`src/rtl/led_pattern_gen.sv`:
```
// led_pattern_gen: stepped LED patterns (binary, scan, gray, blink) paced by a TICK_DIV prescaler.
// Define LED_PWM_EN to gate the pattern with an 8-bit brightness PWM; otherwise brightness is ignored.
module led_pattern_gen #(
    parameter int              NUM_LEDS = 8,
    parameter longint unsigned TICK_DIV = 64'd16777216
) (
    input  logic                sysclock,
    input  logic                reset,
    input  logic [1:0]          mode,
    input  logic [7:0]          brightness,
    output logic [NUM_LEDS-1:0] leds,
    output logic                tick
);
    localparam int            PW   = $clog2(TICK_DIV);
    localparam logic [PW-1:0] LAST = PW'(TICK_DIV - 64'd1);

    typedef enum logic {UP, DOWN} scan_t;

    logic [PW-1:0]       pre;
    logic                step;
    logic [1:0]          cur_mode;
    logic [NUM_LEDS-1:0] cnt, cnt_inc, cnt_n, pat, pat_n, shifted;
    scan_t               dir, dir_n;

    always_ff @(posedge sysclock) begin
        if (reset) begin
            pre      <= '0;
            tick     <= 1'b0;
            cur_mode <= 2'd0;
            cnt      <= '0;
            pat      <= '0;
            dir      <= UP;
        end else begin
            pre  <= step ? '0 : pre + 1'b1;
            tick <= step;
            if (step) begin
                cur_mode <= mode;
                cnt      <= cnt_n;
                pat      <= pat_n;
                dir      <= dir_n;
            end
        end
    end

    // A mode change costs one step: the new mode's entry value is shown instead of an advance.
    always_comb begin
        step    = pre == LAST;
        cnt_inc = cnt + 1'b1;
        shifted = (dir == UP) ? pat << 1 : pat >> 1;
        cnt_n   = cnt_inc;
        pat_n   = pat;
        dir_n   = dir;
        if (mode != cur_mode) begin
            cnt_n = '0;
            dir_n = UP;
            pat_n = (mode == 2'd3) ? '1 : (mode == 2'd1) ? NUM_LEDS'(1) : '0;
        end else if (cur_mode == 2'd1) begin
            cnt_n = cnt;
            if (NUM_LEDS > 1) begin
                pat_n = shifted;
                dir_n = (dir == UP) ? (shifted[NUM_LEDS-1] ? DOWN : UP) : (shifted[0] ? UP : DOWN);
            end
        end else begin
            pat_n = (cur_mode == 2'd3) ? ~pat : (cur_mode == 2'd2) ? cnt_inc ^ (cnt_inc >> 1) : cnt_inc;
        end
    end

`ifdef LED_PWM_EN
    logic [7:0] pwm_cnt;

    always_ff @(posedge sysclock) begin
        if (reset) begin
            pwm_cnt <= 8'd0;
            leds    <= '0;
        end else begin
            pwm_cnt <= pwm_cnt + 8'd1;
            leds    <= pat & {NUM_LEDS{pwm_cnt < brightness}};
        end
    end
`else
    logic unused_brightness;

    assign unused_brightness = ^brightness;
    assign leds = pat;
`endif
endmodule

```
`config.mk`:
```
export PLATFORM = sky130hd
export DESIGN_NAME = led_pattern_gen
export DESIGN_NICKNAME = d
export VERILOG_FILES = /design/src/rtl/led_pattern_gen.sv
export SDC_FILE = /design/constraint.sdc
export NUM_CORES = 1
export LEC_CHECK = 0
export ABC_AREA = 1
export BUFFER_PORTS_ARGS = -buffer_cell sky130_fd_sc_hd__buf_2
export CAP_MARGIN = 40
export CORE_ASPECT_RATIO = 1.4
export CORE_MARGIN = 2
export CORE_UTILIZATION = 60
export CTS_CLUSTER_DIAMETER = 80
export DETAILED_ROUTE_END_ITERATION = 12
export PLACE_DENSITY = 0.8
export SLEW_MARGIN = 15
export SYNTH_ARGS = -nofsm -noshare
export SYNTH_HDL_FRONTEND = slang
export SYNTH_SLANG_ARGS = --single-unit
export TNS_END_PERCENT = 10
```
`constraint.sdc`:
```
create_clock -name sysclock -period 2.5 [get_ports sysclock]
set_input_delay 0.5 -clock sysclock [delete_from_list [all_inputs] [get_ports sysclock]]
set_output_delay 0.5 -clock sysclock [all_outputs]
set_load 0.01 [all_outputs]
```
== Word level (Yosys, flattened, before mapping) ==
Cells that the tools add are included.
Operators by class
  $add $sub $neg: 2
  multiplexer cells: 14
  bitwise logic cells: 2
  reductions and logical operators: 4
  eq/ne operators: 8
Operator list (number)
  $mux 8: 8
  $add 24x1->24 const B: 1
  $eq 24x24->1 const B: 1
  $add 8x1->8 const B: 1
  $not 8->8: 1
  $xor 8x7->8: 1
  $eq 2x2->1 const B: 3
  $mux 1: 6
  $eq 2x1->1 const B: 2
  $reduce_and 2->1: 2
  $ne 2x2->1: 1
  $ne 2x2->1 const B: 1
  $reduce_bool 2->1: 1
  $reduce_or 2->1: 1
Storage, ports and cells
  word-level logic and storage cells: 36
  bits in registers: 44
  input bits: 12
  output and inout bits: 9

== Depth between registers and ports, before layout ==
Gate-level depths: netlist of run 1.
  depth in word-level cells: 6
  depth in mapped cells: 14
  depth with buffers taken out: 14

== Least setup slack after synthesis of run 1 ==
OpenSTA, ideal clock, no wires.
  kind: reg2reg
  start: register pre[0]
  end: register cnt[5]
  data arrival time: 1541 ps
  path slack: 816 ps
  required time: 2357 ps
  period minus slack after synthesis: 1684 ps
  stages on the path, launching flop included: 11
  setup time: 143 ps
  buffers on the path: 0
  path through: dfxtp_1 -> ha_1 -> nand2_1 -> nor2_4 -> nand2_2 -> nor3b_4 -> nand2_4 -> nor2_8 -> inv_2 -> nand2_1 -> a21oi_1
Between the ends
  cells in the longest elaborated chain, start to end: 2
Ends and longest elaborated chain
  start, declared: line 19  | logic [PW-1:0] pre;
  start signal, assigned: line 34  | pre <= step ? '0 : pre + 1'b1;
  $eq 24x24->1: line 47  | step = pre == LAST;
  $reduce_and 2->1 (no source line)
  end signal, assigned: line 38  | cnt <= cnt_n;
  end, declared: line 22  | logic [NUM_LEDS-1:0] cnt, cnt_inc, cnt_n, pat, pat_n, shifted;
No other way between the ends.
A chain may end at the register's enable or synchronous reset.

== Final worst setup path of run 1 ==
  start: register pre[0]
  end: register pat[0], in the netlist leds[0]
Between the ends
  cells in the longest elaborated chain, start to end: 1
Ends and longest elaborated chain
  $eq 24x24->1: line 47
  end signal, assigned: line 39  | pat <= pat_n;
  end, declared: line 22
No other way between the ends.

==> results of run 1 <==
sequential cells by signal, summed over array words and instances, names as in the netlist:
register / flops
tick: 1
pre: 24
dir: 1
leds: 8
cnt: 8
cur_mode: 2
cells by family (layout without fill, tap and decap cells):
| group | Yosys count | count (layout) | share of synthesized area |
|---|---|---|---|
| simple gates | 209 | 209 | 0.387 |
| buf+inv | 57 | 73 | 0.0896 |
| compound gates | 52 | 52 | 0.114 |
| flops | 44 | 44 | 0.354 |
| xor+xnor | 13 | 13 | 0.0458 |
| fa+ha+maj | 2 | 2 | 0.0101 |
placed cells by master (no fill, tap or decap), drive strengths merged:
master  netlist  routed
nand2       112     112
inv          51      51
dfxtp        44      44
nor2         41      41
nand3        34      34
a21oi        29      29
o21ai        14      14
buf           3      14
xor2          9       9
nand4         6       6
clkbuf        3       6
nor3          6       6
or2           4       4
xnor2         4       4
nor3b         4       4
o22ai         3       3
o21bai        3       3
ha            2       2
clkinv        0       2
or3           1       1
nor4          1       1
o21a          1       1
o221ai        1       1
a31oi         1       1
power by group through the flow:
stage	combinational [mW]	sequential (mW)	clock, mW
4_1_cts	0.0444	0.707	0.471
2_1_floorplan	0.0330	0.723	0
6_report	0.0441	0.707	0.467
5_1_grt	0.0516	0.708	0.498
3_3_place_gp	0.0437	0.723	0
3_5_place_dp	0.0442	0.723	0
worst reg2reg max path, cell delays in order (launching register included):
cell and delay (ns):
dfxtp_1 0.36, ha_1 0.17, nand2_1 0.10, nor2_4 0.14
nand2_2 0.12, nor3b_4 0.30, nand2_4 0.16, nand2_4 0.15
buf_4 0.25, o22ai_1 0.11
worst max path at each step:
stage | end | slack (ns) | cells past startpoint
after floorplan | cnt[5] | 0.82 | 10
after global placement | cur_mode[0] | 0.55 | 9
after detailed placement | leds[0] | 0.52 | 9
after CTS | leds[0] | 0.49 | 9
after global routing | leds[0] | 0.33 | 9
final | leds[0] | 0.53 | 9
cell type report:
type                       instances  area (um^2)  area share
clock inverter                     2         10.0     0.00374
clock buffer                       6         82.6      0.0309
tap                               43         53.8      0.0201
inverter                          51          191      0.0715
sequential                        44          881       0.329
timing repair buffer              14         75.1      0.0281
multi-input combinational        276         1380       0.517
stage by stage:
step,cells,instance area (um^2)
4_1_cts,436,2680
2_1_floorplan,377,2490
3_5_place_dp,428,2580
5_1_grt,436,2680
3_3_place_gp,428,2580
6_report,436,2680
layer usage:
| layer | GRT usage | up-vias | share of wire |
|---|---|---|---|
| li1 | - | 1234 | - |
| met1 | 0.276 | 1061 | 0.41 |
| met2 | 0.466 | 43 | 0.53 |
| met3 | 0.0386 | 13 | 0.027 |
| met4 | 0.102 | 0 | 0.024 |
| met5 | 0 | - | 0 |
==> results.cfg, run 1 <==
[timing]
finalHoldViolCount = 0
setup_tns_ns = 0
period_share = 0.787
slew_headroom = 0.756
skew_ns = 0.00458
fmax_mhz = 508
worstMarginPinSlew_ns = 0.365
setup_viol = 0
rsz0062_at_grt = false
setup_slack_ns = 0.532
period_needed_ns = 1.97
timing.hold.ws_ns = 0.449
finalMaxSlewViolations = 0

[pwr]
intPower_mw = 0.938
comb_power_share = 0.036
p_leak_nw = 1.16
ir_drop_mv = 0.322
p_clk_frac = 0.384
p_total_mw = 1.22
switching_power_mw = 0.280
power.density_nw_per_um2 = 455
seq_power_share = 0.580
power.share.switching = 0.230

[synth]
yosys.area.top_type = dfxtp_1
synth-edff-count = 0
ys_types = 34
syn_nets = 391
synth_common_cells = 109 x nand2_1, 46 x inv_1, 44 x dfxtp_1
synth_ff_type = dfxtp_1
synth-seq-area-share = 0.354
synthCells = 377
synth_most_common_cell = nand2_1
synth_top_area_share = 0.354
avgSynthCellArea_um2 = 6.59
synthArstFlopShare = 0
yosys_warnings = 0
ys_ff_latch = 44
yosys-top-cells-area = dfxtp_1 35%, nand2_1 16%, inv_1 6.9%
netlist_area_um2 = 2490

[critical_path]
r2r_end = leds[0]
path_cells = ha_1 -> nand2_1 -> nor2_4 -> nand2_2 -> nor3b_4 -> nand2_4 -> nand2_4 -> buf_4 -> o22ai_1
cp_top_family = simple AND/OR/NAND/NOR gates
timing.critical_path.mode_cell = nand2_4
path_buf_inv = 1
start_kind = flip-flop
setup.worst_path.class = reg -> reg
endpoint_kind = flip-flop
arrival_ns = 2.15
cpMaxStageDelayCell = dfxtp_1
regToRegSetupSlack_ns = 0.53
path_max_fanout = 20
ff2ff_path_depth = 9
required_ns = 2.68
worstReg2RegStart = pre[0]
max_stage_delay_ns = 0.36
crit_start = pre[0]

[global_route]
grtUsageTotal = 0.251
grt_pass1_wl_um = 9320
grt_pass1_vias = 2276
grt_max_degree = 21
antenna_found_initial = 0
overflow = 0

[floorplan]
die_h_um = 80.2
dieArea_um2 = 4680
boundaryPins = 21
dieWidth_um = 58.4
core_area_um2 = 3950
rows = 27
start_util = 0.629

[layout]
post-route-util = 0.677
syn2layout_area_growth_pct = 7.65
diodes = 0
fillers = 377
nNetsFinal = 406
drive_gt1_frac = 0.109

[routing]
wire_per_inst_um = 11.9
dr_total_vias = 2351
via_per_inst = 5.39
wirelength_um = 5200
first_pass_iters = 4
drc = 0
drt.antenna.violating_nets = 0
drt-initial-drc-count = 112

[clock_tree]
clk_latency_ns = 0.29
post-cts-setup-buffers = 0
clkTransAtPathRegs_ns = 0.08
htreeDepth = 2
cts_tree = built
numCtsBuffers = 5
clk_path_buf_depth = 2
root_buffer = clkbuf_8
cts.repair.resized = 0
cts_hold_buf = 0
cts_sinks = 44

[worst_hold_path]
hold_path_depth = 1
min_to = pre[0]
hp-class = reg -> reg
hp-start = pre[0]

[place]
port_buffers = 12
gp_congestion = 0.913
dpl.hpwl_um = 3990
preCtsSetupSlack_ns = 0.517

[flow_run]
drv_cap = 0

[run_status]
status = finished clean
Power figures use the tool's default switching activity.
==> run 2: changes to the inputs <==
--- a/config.mk
+++ b/config.mk
@@ -5,15 +5,15 @@
 export SDC_FILE = /design/constraint.sdc
 export NUM_CORES = 1
 export LEC_CHECK = 0
-export ABC_AREA = 1
+export ABC_AREA = 0
 export BUFFER_PORTS_ARGS = -buffer_cell sky130_fd_sc_hd__buf_2
 export CAP_MARGIN = 40
 export CORE_ASPECT_RATIO = 1.4
 export CORE_MARGIN = 2
-export CORE_UTILIZATION = 60
+export CORE_UTILIZATION = 53
 export CTS_CLUSTER_DIAMETER = 80
 export DETAILED_ROUTE_END_ITERATION = 12
-export PLACE_DENSITY = 0.8
+export PLACE_DENSITY = 0.75
 export SLEW_MARGIN = 15
 export SYNTH_ARGS = -nofsm -noshare
 export SYNTH_HDL_FRONTEND = slang
==> constraint.sdc (replaced) <==
create_clock -name sysclock -period 1.8 [get_ports sysclock]
set_input_delay 0.36 -clock sysclock [delete_from_list [all_inputs] [get_ports sysclock]]
set_output_delay 0.36 -clock sysclock [all_outputs]
set_load 0.01 [all_outputs]
==> run 2 against run 1 <==
Sequential cell count unchanged; via count down 6.2%; critical path depth down 2; non-clock buffer count up 36; final cell count down 10%; setup slack worse by 0.49 ns; synthesized cell count down 24%; clock skew up 0.0074 ns; worst hold slack worse by 0.074 ns.
==> results.cfg, run 2 <==
[clock_tree]
root_buffer = clkbuf_8
cts_hold_buf = 0
cts_sinks = 44
htreeDepth = 2
clkTransAtPathRegs_ns = 0.09
clk_latency_ns = 0.31
clk_path_buf_depth = 2
numCtsBuffers = 5
post-cts-setup-buffers = 0
cts_tree = built

[synth]
yosys.area.top_type = dfxtp_1
synth_top_area_share = 0.370
syn_nets = 302
yosys-top-cells-area = dfxtp_1 37%, xor2_1 6.6%, nor2_1 5.8%
synth_most_common_cell = dfxtp_1
synth-edff-count = 0
synth_common_cells = 44 x dfxtp_1, 37 x nor2_1, 35 x nand2_1
ys_ff_latch = 44
synthCells = 288
synthMuxAreaShare = 0.0510
yosys.area_share.adder = 0.0105
ys_types = 47
synth-seq-area-share = 0.370
yosys.area_share.simple = 0.287
netlist_area_um2 = 2380
synth_ff_type = dfxtp_1
synth_compound_area_frac = 0.130
yosys_warnings = 0
synthArstFlopShare = 0
synth_top_family_by_area = simple AND/OR/NAND/NOR gates
synth_xor_area_frac = 0.114
avgSynthCellArea_um2 = 8.27

[layout]
drive_gt1_frac = 0.257
multiInputGateArea_um2 = 1480
regMostFlops = pre
syn2layout_area_growth_pct = 22.1
fillers = 398
top_regs = pre x24, cnt x8, leds x8
nNetsFinal = 345
diodes = 0
largest_reg_flops = 24
seqCellArea_um2 = 895
layout_common_cells = 37 x nor2_1, 37 x dfxtp_1, 37 x buf_4

[routing]
drc = 0
wirelength_um = 5760
drt.antenna.violating_nets = 0
dr_total_vias = 2206
wire_per_inst_um = 14.7
drt-initial-drc-count = 84
first_pass_iters = 4
via_per_inst = 5.64

[floorplan]
dieArea_um2 = 5050
boundaryPins = 21
rows = 28
die_h_um = 83.3
dieWidth_um = 60.6
start_util = 0.557
core_area_um2 = 4270

[worst_hold_path]
hp-class = in -> reg
hold_path_depth = 2

[critical_path]
start_kind = flip-flop
cpMaxStageDelayCell = mux4_2
path_buf_inv = 0
endpoint_kind = flip-flop
path_cells = ha_1 -> nand3_1 -> xnor2_2 -> nand2_1 -> mux4_2 -> o311ai_0 -> a311oi_1
cp.depth = 7
arrival_ns = 1.95
ff2ff_path_depth = 7
required_ns = 1.99
max_stage_delay_ns = 0.47
setup.worst_path.class = reg -> reg
path_max_fanout = 5
cp_top_family = multiplexers

[timing]
setup_viol = 0
finalMaxSlewViolations = 0
finalHoldViolCount = 0
worstMarginPinSlew_ns = 0.303
skew_ns = 0.0119
slew_headroom = 0.796
setup_tns_ns = 0
fmax_mhz = 570
rsz0062_at_grt = true
setup_slack_ns = 0.0462
period_share = 0.974
period_needed_ns = 1.75

[pwr]
power.density_nw_per_um2 = 572
ir_drop_mv = 0.700
p_leak_nw = 1.18

[global_route]
grt_pass1_wl_um = 9450
antenna_found_initial = 0
grt_pass1_vias = 2127
grtUsageTotal = 0.242
overflow = 0
grt_max_degree = 21

[run_status]
status = finished clean

[place]
port_buffers = 12
gp_congestion = 0.916
dpl.hpwl_um = 4180
preCtsSetupSlack_ns = -0.0947

[flow_run]
drv_cap = 0
==> run 2: cell count changes in the layout (fill, tap and decap cells not counted), moves of 7 or more <==
cell | before | now
xor2_1 | 9 | 17
buf_4 | 2 | 37
nand2_1 | 109 | 34
and3_1 | 0 | 9
dfxtp_1 | 44 | 37
inv_1 | 46 | 5
nand3_1 | 34 | 17
xnor2_1 | 4 | 12
a21oi_1 | 28 | 14
==> run 2: cell families (layout without fill, tap and decap cells) <==
group / after synthesis / in the layout
buffers and inverters: 20 / 63
AOI/OAI and AO/OA: 47 / 47
DFF: 44 / 44
adders and majority gates: 2 / 2
and+or+nand+nor: 135 / 135
muxes: 9 / 9
xor gates and xnor gates: 31 / 31
==> run 2: area by class of cell <==
class | count | area share
flip-flops and latches | 44 | 0.308
clock buffers | 6 | 0.0250
multi-input cells | 224 | 0.508
repair buffers | 50 | 0.123
clock inverters | 1 | 0.00172
inverters | 6 | 0.00904
well taps | 60 | 0.0258
==> run 2: repair_timing <==
| action | 4_1_cts | 5_1_grt |
|---|---|---|
| pin swaps | 0 | 2 |
| resized for setup | 6 | 16 |
| setup endpoints to repair | 11 | 18 |
| gates cloned | 0 | 0 |
==> run 2: metrics by stage <==
step / hold slack [ns] / cell area [um^2] / util / power, mW / std cells
floorplan: 0.416 / 2390 / - / 1.05 / 288
global placement: 0.454 / 2760 / 0.645 / 1.09 / 384
detailed placement: 0.480 / 2760 / 0.645 / 1.09 / 384
CTS: 0.360 / 2860 / 0.668 / 1.68 / 391
global route: 0.378 / 2910 / 0.680 / 1.72 / 391
finish: 0.375 / 2910 / 0.680 / 1.66 / 391
==> run 2: final timing paths <==
kind,start,end,slack [ns]
setup / recovery,cnt[0],leds[3],0.05
hold / removal,reset,pre[16],0.38
setup reg to reg,cnt[0],leds[3],0.05
hold reg to reg,cnt[7],cnt[7],0.49
==> run 2: where the power goes <==
group / switching, mW / leakage, nW / internal, mW / total (mW)
clock: 0.333 / 0.0410 / 0.264 / 0.597
sequential: 0.00512 / 0.359 / 0.976 / 0.981
combinational: 0.0499 / 0.780 / 0.0363 / 0.0862
==> run 2: routing by layer <==
layer | global-route usage | wire [um] | part of all wire | vias up
met5 | 0 | 0 | 0 | -
met4 | 0.119 | 202 | 0.035 | 0
met3 | 0.0421 | 208 | 0.036 | 16
met2 | 0.414 | 2950 | 0.51 | 61
met1 | 0.274 | 2390 | 0.42 | 1035
li1 | - | - | - | 1094
==> run 2: worst reg2reg max path: stages, from the launching register on <==
cell and delay (ns):
dfxtp_4 0.37, ha_1 0.16, nand3_1 0.12, xnor2_2 0.16, nand2_1 0.11, mux4_2 0.47
o311ai_0 0.11, a311oi_1 0.13
